<file path="src/rtl/serial_subtractor.sv">
// Bit-serial unsigned subtractor: one full-subtractor cell and a registered
// borrow compute diff = a - b over WIDTH clocks, LSB first, behind start/done.
module serial_subtractor #(
  parameter int WIDTH = 8
) (
  input  logic             clk,
  input  logic             rst_n,
  input  logic             start,
  input  logic [WIDTH-1:0] a,
  input  logic [WIDTH-1:0] b,
  output logic             busy,
  output logic             done,
  output logic [WIDTH-1:0] diff,
  output logic             bout
);

  localparam int unsigned CW = $clog2(WIDTH + 1);
  localparam logic [CW-1:0] LAST = CW'(WIDTH - 1);

  typedef enum logic [1:0] {IDLE, SHIFT, DONE} state_t;

  state_t           state;
  logic [WIDTH-1:0] sa;
  logic [WIDTH-1:0] sb;
  logic [WIDTH-1:0] pr;
  logic [WIDTH-1:0] pr_next;
  logic [CW-1:0]    cnt;
  logic             br;
  logic             ai;
  logic             bi;
  logic             d;
  logic             br_next;

  always_comb begin
    ai      = sa[0];
    bi      = sb[0];
    d       = ai ^ bi ^ br;
    br_next = (~ai & bi) | (~(ai ^ bi) & br);
    // Shift then overwrite the MSB so WIDTH=1 needs no zero-width slice.
    pr_next            = pr >> 1;
    pr_next[WIDTH-1]   = d;
  end

  always_ff @(posedge clk or negedge rst_n) begin
    if (!rst_n) begin
      state <= IDLE;
      sa    <= '0;
      sb    <= '0;
      pr    <= '0;
      cnt   <= '0;
      br    <= 1'b0;
      busy  <= 1'b0;
      done  <= 1'b0;
      diff  <= '0;
      bout  <= 1'b0;
    end else begin
      case (state)
        IDLE: begin
          done <= 1'b0;
          if (start) begin
            sa    <= a;
            sb    <= b;
            pr    <= '0;
            br    <= 1'b0;
            cnt   <= '0;
            busy  <= 1'b1;
            state <= SHIFT;
          end
        end
        SHIFT: begin
          sa  <= sa >> 1;
          sb  <= sb >> 1;
          pr  <= pr_next;
          br  <= br_next;
          cnt <= cnt + 1'b1;
          if (cnt == LAST) begin
            diff  <= pr_next;
            bout  <= br_next;
            done  <= 1'b1;
            busy  <= 1'b0;
            state <= DONE;
          end
        end
        DONE: begin
          done  <= 1'b0;
          state <= IDLE;
        end
        default: begin
          busy  <= 1'b0;
          done  <= 1'b0;
          state <= IDLE;
        end
      endcase
    end
  end

endmodule

</file>
<file path="config.mk">
export PLATFORM = sky130hd
export DESIGN_NAME = serial_subtractor
export DESIGN_NICKNAME = d
export VERILOG_FILES = /design/src/rtl/serial_subtractor.sv
export SDC_FILE = /design/constraint.sdc
export NUM_CORES = 1
export LEC_CHECK = 0
export ABC_AREA = 1
export CORE_MARGIN = 5
export CORE_UTILIZATION = 50
export CTS_CLUSTER_DIAMETER = 50
export DETAILED_ROUTE_END_ITERATION = 6
export DONT_BUFFER_PORTS = 1
export HOLD_SLACK_MARGIN = 0.15
export PLACE_DENSITY_LB_ADDON = 0.2
export SLEW_MARGIN = 30
export SYNTH_ARGS = -nofsm -noshare
export SYNTH_HDL_FRONTEND = slang
export SYNTH_SLANG_ARGS = --single-unit
</file>
<file path="constraint.sdc">
create_clock -name clk -period 1.8 [get_ports clk]
set_clock_uncertainty 0.15 [all_clocks]
set_input_delay 0.36 -clock clk [delete_from_list [all_inputs] [get_ports clk]]
set_output_delay 0.36 -clock clk [all_outputs]
set_load 0.01 [all_outputs]
</file>
==> flow_summary_export.csv <==
group,metric,value,unit
clock_tree,cts_buffers,5,
layout,syn2layout_area_growth,15.6,%
sta,setup_tns,0,ns
sta,tightest_slew,0.473,ns
layout,drive_gt1_share,8.44,%
power_and_ir_drop,power,3.34,mW
synthesis,yosysWarningCount,0,
setup_path,critPathLaunch,"state[1]$_DFFE_PN0P_",
clock_tree,ctsResizeCount,0,
clock_tree,cts_sinks,41,
setup_path,critical-path-max-stage-delay,0.42,ns
sta,slew_headroom,68.4,%
floorplanning,num_rows,21,
setup_path,cp.required,1.91,ns
global_route,grtUsageMet2,23.5,%
setup_path,cp-end-kind,"flop",
routing,avgViaCountPerCell,5.17,
power_and_ir_drop,cellPowerDensity,1600,nW/µm²
clock_tree,cts_tree,"done",
layout,layout_commonest_cell,"nand2_1",
setup_path,r2r_start,"state[1]$_DFFE_PN0P_",
sta,fmax,679,MHz
routing,wire_per_inst,12.4,µm
floorplanning,dieArea,4920,µm²
worst_hold_path,hp-class,"in -> async",
sta,hold_violations,0,
sta,min_period,1.47,ns
layout,mostFrequentLayoutCells,"77 x nand2_1, 52 x nand3_1, 41 x dfrtp_1",
clock_tree,cts.path.max_buffers,2,
setup_path,worst_ep_arrival_time,1.58,ns
power_and_ir_drop,leakagePower,1.07,nW
synthesis,synth_seq_cells,41,
clock_tree,path_clk_slew,0.12,ns
global_route,antenna_found_initial,0,
sta,post-route-period-util,81.9,%
synthesis,synth_area,1810,µm²
setup_path,critPathTopFamily,"flip-flops",
synthesis,synth_cell_types,19,
run_status,status,"finished, final reports clean",
placement,gp_congestion,0.763,
floorplanning,die_height,70.1,µm
layout,fillers,300,
setup_path,cpMostUsedCell,"nand2_1",
global_route,grt_max_degree,42,
placement,dp_slack,0.381,ns
floorplanning,start_util,52.9,%
setup_path,critPathLaunchType,"flop",
sta,setup_slack,0.327,ns
setup_path,cp.buffers_inverters,2,
global_route,grt_use_met1,19.7,%
layout,antenna_cells,0,
placement,dp_hpwl,2250,µm
global_route,grt_usage,15.1,%
routing,ant_nets,0,
sta,whs,0.307,ns
sta,slew_violations,0,
floorplanning,io_pins,30,
sta,setup_viol,0,
synthesis,synth.yosys.seq_area_share,56.7,%
floorplanning,design.core.area,3420,µm²
setup_path,crit_slowest_cell,"dfrtp_1",
synthesis,syn_nets,225,
synthesis,syn_avg_cell_area,8.86,µm²
global_route,grt_use_met3,4.73,%
global_route,grt_overflow,0,
global_route,first_global_vias,1363,
clock_tree,clk_latency,0.34,ns
setup_path,critPathMaxFanout,21,
layout,nNetsFinal,245,
setup_path,critPathKind,"reg -> reg",
clock_tree,cts_root_buf,"clkbuf_4",
setup_path,path_cells,"inv_2 > nand2_1 > buf_4 > nand2_1 > o22ai_1",
run,timing.max_cap.violations,0,
layout,regArea,1030,µm²
layout,multiInputGateArea,657,µm²
sta,rsz0062_at_grt,"false",
global_route,grt.busiest_layer,"met2",
routing,first_pass_iters,4,
floorplanning,die_w,70.1,µm
routing,drtIter0Drc,83,
routing,drcViolationCount,0,
placement,portBuffers,0,
synthesis,syn_inst,204,
routing,vias,1400,
power_and_ir_drop,irDropWorstVdd,0.850,mV
global_route,grt_pass1_wl,6060,µm
clock_tree,cts-htree-levels,2,
routing,wl,3350,µm
## Yosys cell counts
master    count  area, µm²
inv_1         6       22.5
nand4_1       1       6.26
ha_1          1       12.5
o22ai_1       1       6.26
fa_1          1       20.0
nand3_1      52        260
buf_4         4       30.0
buf_6         5       56.3
nand2_1      77        289
o21ai_0       1       5.00
nor2_1        4       15.0
nor2_2        1       6.26
dfrtp_1      41       1030
nand3b_1      1       7.51
nand2_2       2       12.5
nor2_4        1       11.3
inv_2         3       11.3
a21oi_1       1       5.00
buf_2         1       5.00
## per-layer routing
metal | wire, µm | part of all wire (%)
met5 | 0 | 0
met4 | 55 | 1.6
met3 | 203 | 6.1
met2 | 1540 | 46
met1 | 1550 | 46
## path summary, 6_finish.rpt
check                           slack (ns)              endpoint  cells after the start
worst max-delay path                  0.33        br$_DFFE_PN0P_                      5
worst max register to register        0.33        br$_DFFE_PN0P_                      5
max in group asynchronous             0.98        br$_DFFE_PN0P_                      2
worst min register to register        0.35     sb[0]$_DFFE_PN0P_                      2
min in group clk                      0.35     sb[0]$_DFFE_PN0P_                      2
worst min-delay path                  0.31  state[0]$_DFFE_PN0P_                      2
## kinds of logic (layout without fill, tap and decap cells)
logic type,Yosys count,count (layout),share of synthesized area (%)
adder cells (fa/ha/maj),2,2,1.80
AO/OA/AOI/OAI,3,3,0.899
flip-flops,41,41,56.7
AND/OR/NAND/NOR,139,139,33.6
buffers and inverters,19,40,6.92
## power by group
group	internal [mW]	total (mW)	switching, mW
Clock	0.332	0.612	0.280
Combinational	0.414	1.07	0.657
Sequential	1.32	1.66	0.340
## metrics by stage
| stage | cells | utilization, % | cell area (µm²) |
|---|---|---|---|
| 2_1_floorplan | 204 | - | 1810 |
| 3_3_place_gp | 244 | 52.8 | 1800 |
| 3_5_place_dp | 244 | 52.8 | 1800 |
| 4_1_cts | 271 | 61.2 | 2090 |
| 5_1_grt | 271 | 61.2 | 2090 |
| 6_report | 271 | 61.2 | 2090 |
## cell type report
type                    count  share of cell area [%]
flip-flops and latches     41                    49.1
multi-input cells         144                    31.4
repair buffers             23                    11.0
well taps                  46                    2.75
clock buffers               7                    2.63
inverters                   9                    1.62
clock inverters             1                    1.44
## timing repair
| action | 4_1_cts | 5_1_grt |
|---|---|---|
| endpoints found under the hold margin | 59 | 0 |
| hold buffers | 19 | 0 |
| setup buffers | 0 | 0 |
| setup endpoints to repair | 0 | 0 |
## worst reg2reg max path, stage by stage, from the launching register on
cell,delay [ns]
dfrtp_1,0.42
inv_2,0.06
nand2_1,0.23
buf_4,0.29
nand2_1,0.10
o22ai_1,0.13
## flip-flops by register name, summed over array words and instances (netlist names)
name / count
bout: 1
br: 1
busy: 1
cnt: 4
diff: 8
done: 1
pr: 7
sa: 8
sb: 8
state: 2
Power figures use the tool's default switching activity.
